### src/rtl/sbox6_pkg.sv
// Shared definitions for the 6-bit S-box inverse builder: word width, word type
// and the builder state encoding.
package sbox6_pkg;

    localparam int SBOX_N = 6;

    typedef logic [SBOX_N-1:0] sbox_word_t;

    typedef enum logic [1:0] {
        IDLE  = 2'd0,
        BUILD = 2'd1,
        DONE  = 2'd2,
        ERROR = 2'd3
    } state_t;

endpackage

### src/rtl/sbox6_inv_regfile.sv
// Inverse table storage: 2**N entries of N bits, one written flag per entry,
// a single write port, a lookup read port and a collision probe port.
module sbox6_inv_regfile
    import sbox6_pkg::*;
#(
    parameter int N = SBOX_N
) (
    input  logic         clk,
    input  logic         rst_n,
    input  logic         i_clr,
    input  logic         i_we,
    input  logic [N-1:0] i_waddr,
    input  logic [N-1:0] i_wdata,
    input  logic [N-1:0] i_raddr,
    output logic [N-1:0] o_rdata,
    input  logic [N-1:0] i_paddr,
    output logic         o_pwritten
);

    localparam int DEPTH = 2 ** N;

    logic [N-1:0]     r_mem [DEPTH];
    logic [DEPTH-1:0] r_written;

    // Table data needs no reset: the written flags are what make an entry meaningful.
    always_ff @(posedge clk) begin
        if (i_we) begin
            r_mem[i_waddr] <= i_wdata;
        end
    end

    always_ff @(posedge clk or negedge rst_n) begin
        if (!rst_n) begin
            r_written <= '0;
        end else if (i_clr) begin
            r_written <= '0;
        end else if (i_we) begin
            r_written[i_waddr] <= 1'b1;
        end
    end

    assign o_rdata    = r_mem[i_raddr];
    assign o_pwritten = r_written[i_paddr];

endmodule

### src/rtl/sbox6_inverse_lut.sv
// Builds the inverse of an external forward S-box by sweeping every input once,
// flags non-bijective maps, then serves y -> x lookups over valid/ready.
module sbox6_inverse_lut
    import sbox6_pkg::*;
#(
    parameter int N = SBOX_N
) (
    input  logic         clk,
    input  logic         rst_n,
    input  logic         i_start,
    output logic [N-1:0] o_fwd_x,
    input  logic [N-1:0] i_fwd_y,
    output logic         o_busy,
    output logic         o_table_ok,
    output logic         o_error,
    output logic [N-1:0] o_err_x,
    output logic [N-1:0] o_err_y,
    input  logic         i_req_valid,
    output logic         o_req_ready,
    input  logic [N-1:0] i_req_y,
    output logic         o_resp_valid,
    input  logic         i_resp_ready,
    output logic [N-1:0] o_resp_x
);

    state_t       r_state;
    state_t       w_next_state;
    logic [N-1:0] r_cnt;
    logic         r_table_ok;
    logic         r_error;
    logic [N-1:0] r_err_x;
    logic [N-1:0] r_err_y;
    logic         r_resp_valid;
    logic [N-1:0] r_resp_x;

    logic         w_build_start;
    logic         w_in_build;
    logic         w_probe_written;
    logic         w_collide;
    logic         w_we;
    logic         w_cnt_last;
    logic         w_req_ready;
    logic         w_accept;
    logic [N-1:0] w_rdata;

    assign w_in_build    = (r_state == BUILD);
    assign w_build_start = i_start && !w_in_build;
    assign w_collide     = w_in_build && w_probe_written;
    assign w_we          = w_in_build && !w_probe_written;
    assign w_cnt_last    = (r_cnt == '1);
    assign w_req_ready   = (r_state == DONE) && (!r_resp_valid || i_resp_ready);
    assign w_accept      = i_req_valid && w_req_ready;

    sbox6_inv_regfile #(.N(N)) u_regfile (
        .clk        (clk),
        .rst_n      (rst_n),
        .i_clr      (w_build_start),
        .i_we       (w_we),
        .i_waddr    (i_fwd_y),
        .i_wdata    (r_cnt),
        .i_raddr    (i_req_y),
        .o_rdata    (w_rdata),
        .i_paddr    (i_fwd_y),
        .o_pwritten (w_probe_written)
    );

    always_comb begin
        w_next_state = r_state;
        case (r_state)
            IDLE:    if (i_start) w_next_state = BUILD;
            BUILD: begin
                if (w_collide)       w_next_state = ERROR;
                else if (w_cnt_last) w_next_state = DONE;
            end
            DONE:    if (i_start) w_next_state = BUILD;
            ERROR:   if (i_start) w_next_state = BUILD;
            default: w_next_state = IDLE;
        endcase
    end

    // A build start wipes every result of the previous run, including a pending response.
    always_ff @(posedge clk or negedge rst_n) begin
        if (!rst_n) begin
            r_state      <= IDLE;
            r_cnt        <= '0;
            r_table_ok   <= 1'b0;
            r_error      <= 1'b0;
            r_err_x      <= '0;
            r_err_y      <= '0;
            r_resp_valid <= 1'b0;
            r_resp_x     <= '0;
        end else begin
            r_state <= w_next_state;
            if (w_build_start) begin
                r_cnt        <= '0;
                r_table_ok   <= 1'b0;
                r_error      <= 1'b0;
                r_err_x      <= '0;
                r_err_y      <= '0;
                r_resp_valid <= 1'b0;
            end else begin
                if (w_in_build) begin
                    if (w_collide) begin
                        r_err_x <= r_cnt;
                        r_err_y <= i_fwd_y;
                        r_error <= 1'b1;
                    end else if (w_cnt_last) begin
                        r_table_ok <= 1'b1;
                    end else begin
                        r_cnt <= r_cnt + 1'b1;
                    end
                end
                if (w_accept) begin
                    r_resp_valid <= 1'b1;
                    r_resp_x     <= w_rdata;
                end else if (i_resp_ready) begin
                    r_resp_valid <= 1'b0;
                end
            end
        end
    end

    assign o_fwd_x      = w_in_build ? r_cnt : '0;
    assign o_busy       = w_in_build;
    assign o_table_ok   = r_table_ok;
    assign o_error      = r_error;
    assign o_err_x      = r_err_x;
    assign o_err_y      = r_err_y;
    assign o_req_ready  = w_req_ready;
    assign o_resp_valid = r_resp_valid;
    assign o_resp_x     = r_resp_x;

endmodule

### config.mk
export PLATFORM = sky130hd
export DESIGN_NAME = sbox6_inverse_lut
export DESIGN_NICKNAME = d
export VERILOG_FILES = /design/src/rtl/sbox6_pkg.sv /design/src/rtl/sbox6_inv_regfile.sv /design/src/rtl/sbox6_inverse_lut.sv
export SDC_FILE = /design/constraint.sdc
export NUM_CORES = 1
export LEC_CHECK = 0
export BUFFER_PORTS_ARGS = -buffer_cell sky130_fd_sc_hd__buf_2
export CORE_UTILIZATION = 30
export CTS_BUF_LIST = sky130_fd_sc_hd__clkbuf_4 sky130_fd_sc_hd__clkbuf_8
export DETAILED_ROUTE_END_ITERATION = 12
export GPL_ROUTABILITY_DRIVEN = 0
export SLEW_MARGIN = 15
export SYNTH_ARGS = -nofsm -noshare
export SYNTH_HDL_FRONTEND = slang
export SYNTH_SLANG_ARGS = --single-unit
### constraint.sdc
create_clock -name clk -period 3 [get_ports clk]
set_input_delay 0.6 -clock clk [delete_from_list [all_inputs] [get_ports clk]]
set_output_delay 0.6 -clock clk [all_outputs]
set_load 0.01 [all_outputs]
==> results_dict.tcl <==
set metrics [dict create \
    placedInstanceArea_um2 21800 \
    final_cycle_utilization_of_the_critical_path 0.908 \
    dpl.hpwl_mm 30.8 \
    vdd.ir_drop.worst_mv 0.690 \
    first_pass_iters 5 \
    critical-path-max-stage-delay_ns 0.66 \
    layout_overhead_on_the_synthesized_area_pct 20.7 \
    placeableCoreArea_um2 63400 \
    slew-limit-headroom 0.417 \
    via_per_instance_ratio 4.91 \
    power.density_cell_area_nw_per_um2 697 \
    antenna_violating_nets_post_route 0 \
    global_route.usage.total 0.144 \
    cts.sinks 477 \
    synthDominantAreaCellType "sky130_fd_sc_hd__edfxtp_1" \
    rows 92 \
    syn_area_um2 19400 \
    drcViolationCount 0 \
    number_of_enable_flip_flop_cells_after_synthesis 384 \
    finalHoldViolCount 0 \
    h-tree-depth 3 \
    yosys.cell_types.count 65 \
    synth_top_cell_area_share 0.595 \
    finalWorstPathRequiredPeriod_ns 2.72 \
    worst_path_slowest_cell "sky130_fd_sc_hd__nor2_1" \
    crit_arrival_ns 3.28 \
    yosys_register_bits 477 \
    ys_seq_area_frac 0.715 \
    critical_path_class "in2reg" \
    port-buffer-count 45 \
    final_layout_size_suffix_gt1_frac 0.374 \
    timing.hold.worst.class "in2async" \
    max-clock-path-buffers 3 \
    cts_setup_buffers 0 \
    unrepaired_setup_endpoints_after_global_routing "false" \
    ys_async_sr_fraction 0.195 \
    initial_antenna_violation_count 1 \
    overflow 0 \
    cts_tree "done" \
    worst-r2r-cell-count 8 \
    outcome "completed" \
    cts_root_buf "sky130_fd_sc_hd__clkbuf_8" \
    postSynth.topFlopCell "sky130_fd_sc_hd__edfxtp_1" \
    drv.max_cap_violation_count 0 \
    cp_top_family "simple AND/OR/NAND/NOR gates" \
    critical_path.cell_chain "buf_2 -> buf_12 -> buf_4 -> or3b_1 -> a2111oi_2 -> a211oi_1 -> and4_4 -> and4_4 -> buf_4 -> nor2_1 -> a22o_1" \
    wl_per_cell_um 21.5 \
    timing.critical_path.buf_inv 4 \
    final_max_slew_viol_count 0 \
    ios 46 \
    stdcell_count 2178 \
    clock_skew_ns 0.0219 \
    postSynthNetCount 1059 \
    post_synthesis_cell_count 1041 \
    ys_top_cells_by_area "sky130_fd_sc_hd__edfxtp_1, sky130_fd_sc_hd__mux4_2, sky130_fd_sc_hd__dfrtp_1, sky130_fd_sc_hd__a22o_1, sky130_fd_sc_hd__mux2i_1" \
    drt_wl_total_mm 46.8 \
    worstReg2RegStart "u_regfile.r_written[48]" \
    crit_path_max_fanout 13 \
    cp-start-kind "primary input" \
    post_cts_hold_buffer_count 0 \
    fmaxAchievable_ghz 0.367 \
    cp_data_required_time_ns 3.56 \
    setup.worst_path.end_class "flip-flop" \
    die_area_um2 65700 \
    via_count 10700 \
    drt-initial-drc-count 918 \
    first_global_vias 11300 \
    timing.final.setup_violations 0 \
    design.final.nets 1287 \
    p_leak_nw 8.48 \
    totalPowerFinal_mw 16.3 \
    yosysWarningCount 0 \
    dp.cells 2035 \
    clk_pin_slew_worst_paths_ns 0.06 \
    regToRegSetupSlack_ns 0.33 \
    final.fill_count 5835 \
    grt_first_pass_wirelength_mm 71.2 \
    post_synthesis_area_per_instance_um2 18.6 \
    worst-slew-pin-transition_ns 0.871 \
    cts.repair.resized 0 \
    die_height_um 256 \
    finalInstanceArea_um2 23400 \
    regToRegEndpoint "o_err_x[2]" \
    die_x_um 256 \
    clk_latency_ns 0.63 \
    initial_core_util 0.306 \
    cts_inserted_buffers 78 \
    grt_start_max_net_pins 67 \
]
==> cell families after synthesis <==
kind of cell,after synthesis,share of synthesized area
and+or+nand+nor,194,0.0561
buffers and inverters,80,0.0213
muxes,148,0.152
adders and majority gates,1,0.000645
AOI/OAI and AO/OA,141,0.0557
DFF,477,0.715
==> how the worst max path moves through the flow <==
stage	startpoint	end	slack [ns]	cells after the start
final	i_fwd_y[1]	o_err_x[2]	0.28	11
after global routing	i_fwd_y[2]	u_regfile.r_mem[56][1]	0.13	10
after CTS	r_state[1]	o_fwd_x[2]	0.30	6
after detailed placement	i_fwd_y[1]	o_err_x[0]	-0.33	11
after global placement	i_fwd_y[2]	u_regfile.r_mem[24][4]	-0.23	11
after floorplan	i_fwd_y[0]	u_regfile.r_mem[61][0]	0.01	8
==> report_power, final <==
group	switching (mW)	internal, mW
sequential	0.394	8.06
clock	2.53	3.37
combinational	1.26	0.697
==> cell usage in the layout, fill, tap and decap left out, types with 4 or more instances in the layout <==
cell / instances
sky130_fd_sc_hd__inv_1: 10
sky130_fd_sc_hd__o31ai_1: 7
sky130_fd_sc_hd__buf_12: 11
sky130_fd_sc_hd__buf_2: 42
sky130_fd_sc_hd__bufinv_16: 4
sky130_fd_sc_hd__nand2b_1: 8
sky130_fd_sc_hd__clkbuf_4: 21
sky130_fd_sc_hd__dfrtp_1: 87
sky130_fd_sc_hd__buf_4: 163
sky130_fd_sc_hd__o21ai_0: 17
sky130_fd_sc_hd__nor2b_4: 8
sky130_fd_sc_hd__nor4_2: 4
sky130_fd_sc_hd__nor3_1: 6
sky130_fd_sc_hd__mux4_2: 116
sky130_fd_sc_hd__clkinv_1: 14
sky130_fd_sc_hd__a31oi_1: 9
sky130_fd_sc_hd__clkinv_2: 9
sky130_fd_sc_hd__a211oi_1: 4
sky130_fd_sc_hd__mux2_2: 5
sky130_fd_sc_hd__nor4_1: 5
sky130_fd_sc_hd__nand3_1: 12
sky130_fd_sc_hd__a22o_1: 32
sky130_fd_sc_hd__and2_1: 9
sky130_fd_sc_hd__nor2b_1: 12
sky130_fd_sc_hd__a32oi_1: 5
sky130_fd_sc_hd__a22oi_1: 6
sky130_fd_sc_hd__a21o_1: 12
sky130_fd_sc_hd__clkbuf_8: 91
sky130_fd_sc_hd__o22ai_1: 5
sky130_fd_sc_hd__mux2i_1: 26
sky130_fd_sc_hd__and3_1: 5
sky130_fd_sc_hd__nand2_1: 33
sky130_fd_sc_hd__nand3b_1: 5
sky130_fd_sc_hd__dfrtp_2: 6
sky130_fd_sc_hd__o21a_1: 22
sky130_fd_sc_hd__edfxtp_1: 384
sky130_fd_sc_hd__nor2_1: 65
==> sequential cells by signal (all words and copies together) (netlist names) <==
signal,flops
o_err_y,6
o_resp_valid,1
r_cnt,6
o_table_ok,1
o_resp_x,6
o_error,1
r_state,2
u_regfile.r_written,64
o_err_x,6
u_regfile.r_mem,384
==> metrics by stage <==
step,util,worst slack [ns],hold WS [ns],TNS [ns]
6_report,0.369,0.275,0.0660,0
5_1_grt,0.369,0.130,0.132,0
4_1_cts,0.369,0.297,0.0740,0
3_5_place_dp,0.343,-0.328,0.461,-58.51
3_3_place_gp,0.343,-0.235,0.464,-45.81
2_1_floorplan,-,0.0118,0.304,0
==> worst register-to-register path, stage by stage, from the launching register on <==
cell and delay [ns]:
sky130_fd_sc_hd__dfrtp_1 0.35, sky130_fd_sc_hd__or3b_1 0.37, sky130_fd_sc_hd__a2111oi_2 0.38, sky130_fd_sc_hd__a211oi_1 0.10
sky130_fd_sc_hd__and4_4 0.19, sky130_fd_sc_hd__and4_4 0.18, sky130_fd_sc_hd__buf_4 0.14, sky130_fd_sc_hd__nor2_1 0.66
sky130_fd_sc_hd__a22o_1 0.25
==> routing by layer <==
metal  global-route usage  vias to the layer above  part of all wire
li1                     -                     4672                 -
met1                0.209                     5604              0.47
met2                0.215                      354              0.45
met3               0.0302                       74             0.061
met4               0.0476                        0             0.020
met5                    0                        -                 0
==> cells in the mapped netlist (all sizes together) (4+ instances only) <==
library cell  instances
o22ai                 5
edfxtp              384
a31oi                 9
o31ai                 7
nor2                 65
o21a                 22
dfrtp                93
a22o                 32
mux2i                26
nor3                  7
nand2                34
a211oi                4
a21o                 12
and2                  9
mux2                  6
nand3b                5
inv                  11
mux4                116
buf                  39
o21ai                18
nand4                 4
clkbuf               30
nand3                12
nor4                  9
and3                  6
nand2b                8
a32oi                 5
nor2b                20
a22oi                 6
==> cell type report <==
| class | count | area (µm²) | area share |
|---|---|---|---|
| Inverter | 11 | 41.3 | 0.00176 |
| Sequential cell | 477 | 13900 | 0.592 |
| Tap cell | 846 | 1060 | 0.0452 |
| Clock inverter | 30 | 241 | 0.0103 |
| Multi-Input combinational cell | 484 | 5120 | 0.219 |
| Clock buffer | 112 | 1410 | 0.0602 |
| Antenna cell | 1 | 2.50 | 0.000107 |
| Timing Repair Buffer | 217 | 1670 | 0.0711 |
(Power assumes the default switching activity.)
